## src/rtl/oam_dma.sv

```systemverilog
// OAM DMA engine: copies LEN bytes from page {src_page, 00} to DEST_BASE,
// one byte per CYCLES_PER_BYTE clocks after a one-slot setup period.
module oam_dma #(
    parameter int          LEN             = 160,
    parameter int          CYCLES_PER_BYTE = 4,
    parameter logic [15:0] DEST_BASE       = 16'hFE00
) (
    input  logic        clk,
    input  logic        rst,
    input  logic        start,
    input  logic [7:0]  src_page,
    output logic [15:0] r_addr,
    input  logic [7:0]  r_data,
    output logic        wen,
    output logic [15:0] w_addr,
    output logic [7:0]  w_data,
    output logic        busy,
    output logic        done
);

    localparam int            SW        = $clog2(CYCLES_PER_BYTE);
    localparam logic [SW-1:0] SLOT_LAST = SW'(CYCLES_PER_BYTE - 1);
    localparam logic [7:0]    IDX_LAST  = 8'(LEN - 1);

    typedef enum logic [1:0] {
        IDLE,
        SETUP,
        COPY
    } state_t;

    state_t        state;
    state_t        state_n;
    logic [7:0]    src_q;
    logic [7:0]    idx;
    logic [7:0]    data_q;
    logic [SW-1:0] slot;
    logic          slot_end;
    logic          last_write;

    assign slot_end = (slot == SLOT_LAST);

    always_comb begin
        state_n    = state;
        wen        = 1'b0;
        r_addr     = 16'h0000;
        w_addr     = 16'h0000;
        w_data     = 8'h00;
        busy       = 1'b0;
        last_write = 1'b0;
        case (state)
            IDLE: begin
                state_n = IDLE;
            end
            SETUP: begin
                busy   = 1'b1;
                r_addr = {src_q, 8'h00};
                w_addr = DEST_BASE + {8'h00, idx};
                w_data = data_q;
                if (slot_end) begin
                    state_n = COPY;
                end
            end
            COPY: begin
                busy   = 1'b1;
                r_addr = {src_q, idx};
                w_addr = DEST_BASE + {8'h00, idx};
                w_data = data_q;
                if (slot_end) begin
                    wen = 1'b1;
                    if (idx == IDX_LAST) begin
                        state_n    = IDLE;
                        last_write = 1'b1;
                    end
                end
            end
            default: begin
                state_n = IDLE;
            end
        endcase
        // A new start overrides whatever is in flight, even the final write cycle
        if (start) begin
            state_n = SETUP;
        end
    end

    always_ff @(posedge clk) begin
        if (rst) begin
            state <= IDLE;
            done  <= 1'b0;
        end else begin
            state <= state_n;
            done  <= last_write && !start;
        end
    end

    always_ff @(posedge clk) begin
        if (rst) begin
            src_q  <= 8'h00;
            idx    <= 8'h00;
            slot   <= '0;
            data_q <= 8'h00;
        end else if (start) begin
            src_q <= src_page;
            idx   <= 8'h00;
            slot  <= '0;
        end else begin
            case (state)
                SETUP: begin
                    slot <= slot_end ? '0 : slot + 1'b1;
                end
                COPY: begin
                    // Capture early so later memory changes within the slot are ignored
                    if (slot == '0) begin
                        data_q <= r_data;
                    end
                    if (slot_end) begin
                        slot <= '0;
                        if (idx != IDX_LAST) begin
                            idx <= idx + 8'd1;
                        end
                    end else begin
                        slot <= slot + 1'b1;
                    end
                end
                default: begin
                    slot <= slot;
                end
            endcase
        end
    end

endmodule

```

## config.mk

```make
export PLATFORM = sky130hd
export DESIGN_NAME = oam_dma
export DESIGN_NICKNAME = d
export VERILOG_FILES = /design/src/rtl/oam_dma.sv
export SDC_FILE = /design/constraint.sdc
export NUM_CORES = 1
export LEC_CHECK = 0
export ABC_AREA = 1
export ABC_CLOCK_PERIOD_IN_PS = 1400
export BUFFER_PORTS_ARGS = -buffer_cell sky130_fd_sc_hd__clkbuf_2
export CAP_MARGIN = 10
export CORE_MARGIN = 4
export CORE_UTILIZATION = 40
export DETAILED_ROUTE_END_ITERATION = 16
export PLACE_DENSITY = 0.71
export SLEW_MARGIN = 40
export SYNTH_ARGS = -nofsm -noshare
export SYNTH_HDL_FRONTEND = slang
export SYNTH_SLANG_ARGS = --single-unit
```

## constraint.sdc

```tcl
create_clock -name clk -period 1.4 [get_ports clk]
set_clock_uncertainty 0.15 [all_clocks]
set_input_delay 0.21 -clock clk [delete_from_list [all_inputs] [get_ports clk]]
set_output_delay 0.21 -clock clk [all_outputs]
set_load 0.1 [all_outputs]
```

==> flow_metrics.tcl, run 1 <==
set metrics [dict create \
    status "stopped before the end" \
    stop_stage "global routing" \
    error "[ERROR DPL-0038] Utilization greater than 100%, impossible to legalize" \
    yosys.area_share.xor_xnor_pct 1.174 \
    ys_ff_latch 29 \
    synthCells 221 \
    synth_area_leaders "dfxtp_1 39%, inv_1 11%, nor2_1 8.5%" \
    endpoint_type "top-level output" \
    syn_nets 245 \
    yosys.area_share.adder_pct 4.191 \
    cts-root-buf "clkbuf_8" \
    crit_endpoint "r_addr[12]" \
    dp_hpwl_mm 3.538 \
    io_buffers 60 \
    avgSynthCellArea_sq_um 6.754 \
    place.gp.congestion 0.7954 \
    initial_utilization_pct 43.04 \
    synth.area.mux_share_pct 0 \
    syn_area_sq_mm 0.001493 \
    synthDistinctLibCells 24 \
    yosysSeqAreaShare_pct 38.89 \
    numCtsBuffers 5 \
    synth_top_area_cell "dfxtp_1" \
    yosysWarnings 0 \
    clock_path_buffers 2 \
    synth.top_cell.area_share_pct 38.89 \
    grt_max_degree 18 \
    h-tree-depth 2 \
    synth_compound_area_share_pct 15.59 \
    die_w_um 69.09 \
    yosys.area_share.simple_pct 22.80 \
    rows 21 \
    synth_top_family_by_area "simple AND/OR/NAND/NOR gates" \
    pre_cts_ws_ps -263.6 \
    ioPinCount 62 \
    cts.sink_count 29 \
    chipHeight_um 69.09 \
]
==> stage by stage <==
stage,cell area [sq um],cells
after detailed placement,2923,336
after global placement,2923,336
after floorplan,1821,221
after CTS,3291,353
==> Yosys cell counts <==
| library cell | number |
|---|---|
| or2_1 | 1 |
| nor2_2 | 1 |
| buf_2 | 3 |
| a21oi_1 | 24 |
| nand2_4 | 2 |
| xor2_1 | 2 |
| conb_1 | 1 |
| ha_1 | 5 |
| dfxtp_1 | 29 |
| o21ai_0 | 18 |
| nor3_1 | 1 |
| nor2_1 | 34 |
| o21ai_1 | 3 |
| inv_1 | 42 |
| nand3_1 | 6 |
| nand2_2 | 2 |
| nor2_4 | 1 |
| a211oi_1 | 1 |
| buf_4 | 8 |
| clkbuf_1 | 2 |
| buf_1 | 1 |
| inv_2 | 3 |
| nand2_1 | 30 |
| nand4_1 | 1 |
==> kinds of logic after synthesis <==
group | after synthesis
AOI/OAI and AO/OA | 46
buffers and inverters | 59
and+or+nand+nor | 79
other | 1
xor gates and xnor gates | 2
adders and majority gates | 5
DFF | 29
==> repair_timing <==
item | 4_1_cts
buffers inserted | 7
endpoints found under the hold margin | 1
pin swaps | 21
gates resized for setup | 50
hold buffers | 1
gates cloned | 1
endpoints found under the setup margin | 57
==> run 2, diff against run 1 <==
Settings changed: ABC_CLOCK_PERIOD_IN_PS 1400 to 1800, CORE_UTILIZATION 40 to 25, PLACE_DENSITY 0.71 to not set, PLACE_DENSITY_LB_ADDON set to 0.15.
Clock period 1.4 ns to 1.8 ns, I/O delays scaled along.
==> run 2 against run 1 <==
  * The flow now finishes, with violations (negative setup slack)
  * Synthesized cell count is the same
  * Area after synthesis is the same
==> flow_metrics.tcl, run 2 <==
set metrics [dict create \
    min_period_over_period_pct 106.8 \
    seq_power_share_pct 40.5 \
    layout_common_cells "42 x buf_12, 34 x inv_1, 28 x nand2_1, 27 x dfxtp_1, 25 x nor2_4" \
    ctsHoldBuffers 0 \
    ioPinCount 62 \
    vdd.ir_drop.worst_mv 0.4632 \
    endpoint_kind "output pin" \
    core_sq_mm 0.005642 \
    powerDensity_mw_per_mm2 585.4 \
    synth_top_cells_by_count "42 x inv_1, 34 x nor2_1, 30 x nand2_1, 29 x dfxtp_1, 24 x a21oi_1" \
    synth_area_leaders "dfxtp_1 39%, inv_1 11%, nor2_1 8.5%" \
    cts-root-buf "clkbuf_8" \
    grt_pass1_vias 1467 \
    min_period_ps 1922 \
    status "finished, violations left" \
    grt_pass1_wl_mm 6.437 \
    seqCellArea_sq_um 585.6 \
    grt.overflow.total 0 \
    tns_ps -2504 \
    worst_slack_ps -122.4 \
    path_cells "inv_2, ha_4, clkinvlp_4, nand2_8, nor2_4, buf_12" \
    syn_to_final_growth_pct 88.85 \
    firstDrtPassIters 4 \
    min-delay-start "rst" \
    h-tree-depth 2 \
    antenna_found_initial 0 \
    drt.antenna.violating_nets 0 \
    switching_share_pct 32.51 \
    io_buffers 60 \
    place.gp.congestion 0.7939 \
    drt-total-wl_mm 3.759 \
    r2r-start "idx[0]" \
    finalInstanceArea_sq_mm 0.002819 \
    synth_edf_count 0 \
    antenna_cells 0 \
    layout-drive-gt1-share_pct 43.82 \
    p_leak_nw 1.115 \
    initial_utilization_pct 26.46 \
    clock_path_buffers 2 \
    rsz0062_at_grt "true" \
    path_clk_slew_ps 60 \
    yosys.area_share.xor_xnor_pct 1.174 \
    cts.sink_count 29 \
    grt_usage_pct 11.14 \
    cp_max_fo 8 \
    synth_compound_area_share_pct 15.59 \
    cts_tree "yes" \
    top_regs "data_q: 8 flops, idx: 8 flops, src_q: 8 flops" \
    holdPathStages 2 \
    drc 0 \
    numCtsBuffers 5 \
    cp_slowest_cell "dfxtp_2" \
    synthCells 221 \
    switching_power_mw 0.5365 \
    vias 1477 \
    placed_area_sq_mm 0.002675 \
    ys_ff_latch 29 \
    chipHeight_um 85.27 \
    final-hold-violation-count 0 \
    wl_per_cell_um 10.59 \
    yosys.area_share.simple_pct 22.80 \
    multi_input_area_sq_um 880.8 \
    rows 27 \
    yosys.area_share.adder_pct 4.191 \
    dp_hpwl_mm 3.011 \
    drt_iter0_drc 44 \
    fillerInstances 538 \
    r2r_slack_ps 280 \
    die_w_um 85.27 \
    pwr-share-comb_pct 27.5 \
    reg2regPathDepth 8 \
    layout_commonest_cell "buf_12" \
    min-delay-path-class "input port to register" \
    grt_max_degree 19 \
    crit_type "register to output pin" \
    synth.area.mux_share_pct 0 \
    failed_checks "negative setup slack" \
    synth_ff_type "dfxtp_1" \
    clk_latency_ps 270 \
    yosysSeqAreaShare_pct 38.89 \
    synth_top_family_by_area "simple AND/OR/NAND/NOR gates" \
    syn_nets 245 \
    routed_via_density 4.161 \
    synthDistinctLibCells 24 \
    tightestPinTransition_ps 537.1 \
    power_frac_clock_pct 32.0 \
    slew_violations 0 \
    syn_area_sq_mm 0.001493 \
    final_nets 307 \
    p_int_mw 1.114 \
    setup_viol 30 \
    slew_headroom_pct 64.35 \
    cap_violations 0 \
    reg2reg_to "idx[1]" \
    worstPathRequired_ps 1380 \
    die_area_sq_mm 0.007271 \
    yosysWarnings 0 \
    synth_top_area_cell "dfxtp_1" \
    hold_end "state[0]" \
    cp.arrival_ps 1500 \
    max_stage_delay_ps 350 \
    yosysMostFrequentCell "inv_1" \
    max_freq_mhz 520.2 \
    start_kind "register" \
    synth.top_cell.area_share_pct 38.89 \
    avgSynthCellArea_sq_um 6.754 \
    synthArstFlopShare_pct 0 \
]
run 2: cell counts after synthesis:
No cell type changed its count.
run 2: routing by layer:
layer / GRT usage (%) / up-vias / wire length, um
met5: 0 / - / 0
met4: 6.043 / 0 / 70
met3: 3.301 / 5 / 227
met2: 18.50 / 33 / 1858
met1: 12.76 / 654 / 1604
li1: - / 785 / -
run 2: power by group through the flow:
stage / Clock [mW] / Sequential, mW / Combinational, mW
global route: 0.590 / 0.671 / 0.480
global placement: 0 / 0.683 / 0.446
CTS: 0.553 / 0.669 / 0.483
finish: 0.527 / 0.669 / 0.454
detailed placement: 0 / 0.684 / 0.447
floorplan: 0 / 0.682 / 0.310
run 2: timing repair:
item	in CTS	in global routing
pin swaps	7	4
resized for setup	18	6
setup endpoints to repair	41	41
cloned	0	0
setup buffers	3	1
run 2: stage by stage:
step	setup slack [ps]	cells	power [mW]	hold WS, ps	util [%]
finish	-122.4	355	1.650	46.01	49.97
global route	-198.2	355	1.741	48.97	49.97
CTS	-148.2	357	1.705	35.88	50.68
detailed placement	59.93	347	1.130	315.6	47.42
global placement	89.62	347	1.128	308.4	47.42
floorplan	-548.1	221	0.9914	181.7	-
run 2: critical path: cells and delay by family, from the launching register on:
| family | cells | cell delay [ps] |
|---|---|---|
| adder cells (fa/ha/maj) | 1 | 280 |
| flip-flops | 1 | 350 |
| AND/OR/NAND/NOR | 2 | 230 |
| buffers and inverters | 3 | 360 |
run 2: logic make-up after synthesis:
| kind of cell | count (synthesis) |
|---|---|
| and+or+nand+nor | 79 |
| buffers and inverters | 59 |
| AOI/OAI and AO/OA | 46 |
| DFF | 29 |
| adders and majority gates | 5 |
| xor gates and xnor gates | 2 |
| other | 1 |
run 2: worst max path at each step:
stage,endpoint,depth (start not counted),start,slack (ps)
2_1_floorplan,r_addr[10],6,state[0],-550
3_3_place_gp,r_addr[10],6,state[0],90
3_5_place_dp,r_addr[10],5,state[1],60
4_1_cts,r_addr[13],6,state[0],-150
5_1_grt,r_addr[9],6,state[0],-200
6_report,r_addr[13],6,state[0],-120
run 2: layout make-up:
| cell class | count | area share (%) |
|---|---|---|
| Tap cell | 72 | 3.196 |
| Sequential cell | 29 | 20.77 |
| Multi-Input combinational cell | 133 | 31.25 |
| Clock buffer | 7 | 3.063 |
| Timing Repair Buffer | 69 | 35.46 |
| Inverter | 45 | 6.258 |
(Power assumes the default switching activity.)
==> run 3, diff against run 2 <==
Settings changed: ABC_CLOCK_PERIOD_IN_PS 1800 to 2000.
Clock period 1.8 ns to 2 ns, I/O delays scaled along.
==> run 3 against run 2 <==
  * The run now ends clean
  * Count of clock-buffer cells in the layout is 1 higher
  * Routed wire length is 0.93% lower
  * Via count is 0.14% higher
  * First-iteration DRC count is 34% lower
  * Total power is 12% lower
  * Critical endpoint is now r_addr[12]
  * Highest routed layer unchanged
==> flow_metrics.tcl, run 3 (same netlist as run 2, synthesis figures left out) <==
set metrics [dict create \
    routed_via_density 4.190 \
    path_clk_slew_ps 60 \
    drt_iter0_drc 29 \
    vdd.ir_drop.worst_mv 0.3528 \
    firstDrtPassIters 4 \
    io_buffers 60 \
    finalInstanceArea_sq_mm 0.002734 \
    holdPathStages 2 \
    layout_commonest_cell "buf_12" \
    wl_per_cell_um 10.55 \
    drc 0 \
    finalPower_mw 1.445 \
    top_regs "data_q: 8 flops, idx: 8 flops, src_q: 8 flops" \
    slew_headroom_pct 64.31 \
    startpoint "state[1]" \
    r2r_slack_ps 430 \
    grt_usage_pct 10.91 \
    ioPinCount 62 \
    routed.top_layer "met4" \
    grt_pass1_vias 1446 \
    cts_setup_buffers 0 \
    h-tree-depth 2 \
    drt-total-wl_mm 3.724 \
    antenna_cells 0 \
    wl_met3_um 219 \
    chipHeight_um 85.27 \
    met2_length_mm 1.867 \
    min_period_ps 1944 \
    syn_to_final_growth_pct 83.15 \
    worst_slack_ps 55.60 \
    final_nets 304 \
    setup_viol 0 \
    final-hold-violation-count 0 \
    hold_end "state[0]" \
    powerDensity_mw_per_mm2 528.4 \
    r2r-start "state[0]" \
    max_freq_mhz 514.3 \
    die_w_um 85.27 \
    placed_area_sq_mm 0.002629 \
    endpoint_kind "output pin" \
    rows 27 \
    dp.cells 345 \
    tns_ps 0 \
    initial_utilization_pct 26.46 \
    cp_max_fo 8 \
    wl_met1_mm 1.576 \
    min-delay-start "rst" \
    dp_hpwl_mm 2.983 \
    ctsHoldBuffers 0 \
    layout.cells.non_filler 353 \
    reg2regPathDepth 5 \
    crit_type "register to output pin" \
    cp.arrival_ps 1490 \
    min-delay-path-class "input port to register" \
    tightestPinTransition_ps 537.7 \
    min_period_over_period_pct 97.22 \
    numCtsBuffers 5 \
    pre_cts_ws_ps 221.3 \
    die_area_sq_mm 0.007271 \
    grt_pass1_wl_mm 6.389 \
    fin_util_pct 48.46 \
    drt.antenna.violating_nets 0 \
    slew_violations 0 \
    cts.sink_count 29 \
    reg2reg_to "data_q[5]" \
    grt.overflow.total 0 \
    cts_tree "yes" \
    grt_max_degree 19 \
    cap_violations 0 \
    cts-root-buf "clkbuf_8" \
    vias 1479 \
    place.gp.congestion 0.7468 \
    clock_path_buffers 2 \
    status "finished clean" \
    antenna_found_initial 0 \
    whs_ps 65.24 \
    layout_common_cells "41 x buf_12, 39 x inv_1, 29 x nand2_1, 27 x dfxtp_1, 24 x a21oi_1" \
    rsz0062_at_grt "true" \
    core_sq_mm 0.005642 \
    clk_latency_ps 270 \
    layout-drive-gt1-share_pct 40.21 \
    worstPathRequired_ps 1550 \
    p_leak_nw 1.112 \
    start_kind "register" \
]
run 3: where the power goes:
group          internal [mW]  switching [mW]  leakage, nW
combinational          0.127           0.267        0.835
sequential             0.595         0.00678        0.237
clock                  0.246           0.202       0.0395
run 3: layout make-up:
class | instances | area [sq um]
Clock buffer | 8 | 80.08
Inverter | 45 | 172.7
Fill cell | 543 | 2908
Tap cell | 72 | 90.09
Multi-Input combinational cell | 133 | 840.8
Sequential cell | 29 | 585.6
Timing Repair Buffer | 66 | 964.7
run 3: metal layers:
| metal | GRT usage (%) | vias to the layer above |
|---|---|---|
| met1 | 12.97 | 655 |
| met3 | 3.204 | 5 |
| met2 | 17.94 | 34 |
| met4 | 5.180 | 0 |
| met5 | 0 | - |
| li1 | - | 785 |
run 3: critical path: stages (launching register included):
cell and delay, ps:
dfxtp_4 360, inv_1 40, ha_2 170, or2_4 280, nand2_8 160, nor2_4 50
buf_12 160
run 3: worst max path at each step:
stage	endpoint	slack, ps
floorplan	r_addr[10]	-390
finish	r_addr[12]	60
CTS	r_addr[10]	10
global route	w_data[1]	-20
detailed placement	w_addr[13]	220
global placement	busy	240
run 3: timing repair:
item | 4_1_cts | 5_1_grt
pin swaps | 2 | 4
endpoints found under the setup margin | 29 | 20
resized for setup | 4 | 4
==> run 4, diff against run 3 <==
Settings changed: CORE_UTILIZATION 25 to 23, TNS_END_PERCENT set to 5.
==> run 4 against run 3 <==
  * Utilization shrank 5.6 points
  * Largest cell class unchanged
  * Combinational power decreased by 3%
  * Critical endpoint is now r_addr[10]
  * Sequential power barely moved
  * Sequential cell count stayed put
  * Setup slack got worse by 11 ps
  * Via count grew 1.7%
  * Design area fell by 0.96%
  * Sequential share of layout area rose by 0.21 points
  * Total power increased by 5.6%
  * Count of clock-buffer cells in the layout fell by 1
==> flow_metrics.tcl, run 4 (same netlist as run 2, synthesis figures left out) <==
set metrics [dict create \
    tightestPinTransition_ps 553.4 \
    min_period_ps 1956 \
    rsz0062_at_grt "true" \
    slew_violations 0 \
    clock_path_buffers 2 \
    grt_pass1_wl_mm 6.665 \
    cts-root-buf "clkbuf_8" \
    hold_end "state[0]" \
    ioPinCount 62 \
    switching_share_pct 32.45 \
    layout_commonest_cell "buf_12" \
    slew_headroom_pct 63.01 \
    final-hold-violation-count 0 \
    drt_iter0_drc 39 \
    chipHeight_um 88.56 \
    pwr-share-comb_pct 25.2 \
    cp.arrival_ps 1510 \
    cap_violations 0 \
    whs_ps 52.72 \
    grt_pass1_vias 1454 \
    powerDensity_mw_per_mm2 563.6 \
    core_sq_mm 0.006314 \
    rows 29 \
    p_leak_nw 1.125 \
    worstPathRequired_ps 1550 \
    reg2regPathDepth 6 \
    min-delay-start "rst" \
    firstDrtPassIters 4 \
    path_clk_slew_ps 60 \
    top_regs "data_q: 8 flops, idx: 8 flops, src_q: 8 flops" \
    r2r-start "state[0]" \
    reg2reg_to "data_q[1]" \
    endpoint_kind "output pin" \
    die_w_um 88.56 \
    holdPathStages 2 \
    antenna_cells 0 \
    io_buffers 60 \
    h-tree-depth 2 \
    pre_cts_ws_ps 213.8 \
    min-delay-path-class "input port to register" \
    p_int_mw 1.031 \
    switching_power_mw 0.4951 \
    power_frac_clock_pct 35.4 \
    cp_max_fo 8 \
    seq_power_share_pct 39.5 \
    syn_to_final_growth_pct 81.39 \
    die_area_sq_mm 0.007843 \
    start_kind "register" \
    clk_latency_ps 280 \
    cts_setup_buffers 0 \
    cts_tree "yes" \
    grt.overflow.total 0 \
    antenna_found_initial 0 \
    max_freq_mhz 511.3 \
    worst_slack_ps 44.27 \
    vdd.ir_drop.worst_mv 0.2845 \
    min_period_over_period_pct 97.79 \
    numCtsBuffers 5 \
    status "finished clean" \
    routed_via_density 4.213 \
    r2r_slack_ps 270 \
    tns_ps 0 \
    dp_hpwl_mm 3.019 \
    setup_viol 0 \
    fin_util_pct 42.89 \
    layout_common_cells "41 x buf_12, 40 x inv_1, 29 x nand2_1, 27 x dfxtp_1, 24 x a21oi_1" \
    drt-total-wl_mm 3.939 \
    grt_max_degree 19 \
    grt_usage_pct 11.03 \
    drc 0 \
    final_nets 303 \
    initial_utilization_pct 23.64 \
    vias 1504 \
    layout-drive-gt1-share_pct 40.71 \
    wl_per_cell_um 11.03 \
    place.gp.congestion 0.7409 \
    drt.antenna.violating_nets 0 \
    crit_type "register to output pin" \
    cts.sink_count 29 \
]
## run 4: cell count changes in the layout (fill, tap and decap cells not counted), moves of 2 or more
cell / before / now
buf_4: 5 / 3
clkbuf_1: 3 / 0
clkbuf_8: 5 / 7
nor2_2: 7 / 17
nor2_4: 19 / 9
## run 4: final cells by class
| class | instances | area (sq um) |
|---|---|---|
| Sequential cell | 29 | 585.6 |
| Clock inverter | 1 | 5.005 |
| Tap cell | 77 | 96.34 |
| Clock buffer | 7 | 96.34 |
| Timing Repair Buffer | 65 | 960.9 |
| Inverter | 45 | 172.7 |
| Multi-Input combinational cell | 133 | 790.8 |
| Fill cell | 640 | 3606 |
## run 4: critical path, cell delays in order, from the launching register on
cell and delay, ps:
dfxtp_4 370, inv_1 50, ha_2 170, or2_4 260
nand2_8 160, nor2_4 60, buf_12 160
## run 4: through the flow
stage	power (mW)	cell area, sq um	instances
6_report	1.526	2708	357
5_1_grt	1.584	2708	357
4_1_cts	1.549	2703	357
3_5_place_dp	0.9939	2577	349
3_3_place_gp	0.9919	2577	349
2_1_floorplan	0.8835	1620	221
## run 4: worst max path at each step
stage / from / endpoint / cells past startpoint
after CTS: state[1] / r_addr[10] / 6
after detailed placement: state[0] / data_q[1] / 6
after floorplan: state[0] / r_addr[10] / 6
after global routing: state[0] / r_addr[10] / 6
final: state[1] / r_addr[10] / 6
after global placement: state[1] / data_q[3] / 5
## run 4: repair_timing
action | CTS | global route
setup endpoints to repair | 33 | 24
gates resized for setup | 5 | 3
hold buffers | 0 | 0
cloned | 0 | 0
pin swaps | 2 | 1
## run 4: layer usage
metal	GRT usage [%]	share of wire, %	up-vias
met1	13.85	43	677
li1	-	-	781
met3	3.073	5.9	8
met5	0	0	-
met4	5.357	2.5	0
met2	17.40	49	38
## run 4: power by group through the flow
stage          Sequential, mW  Clock (mW)  Combinational, mW
4_1_cts                 0.603       0.559              0.388
3_3_place_gp            0.614           0              0.377
5_1_grt                 0.604       0.572              0.408
2_1_floorplan           0.614           0              0.270
3_5_place_dp            0.615           0              0.379
6_report                0.602       0.539              0.384
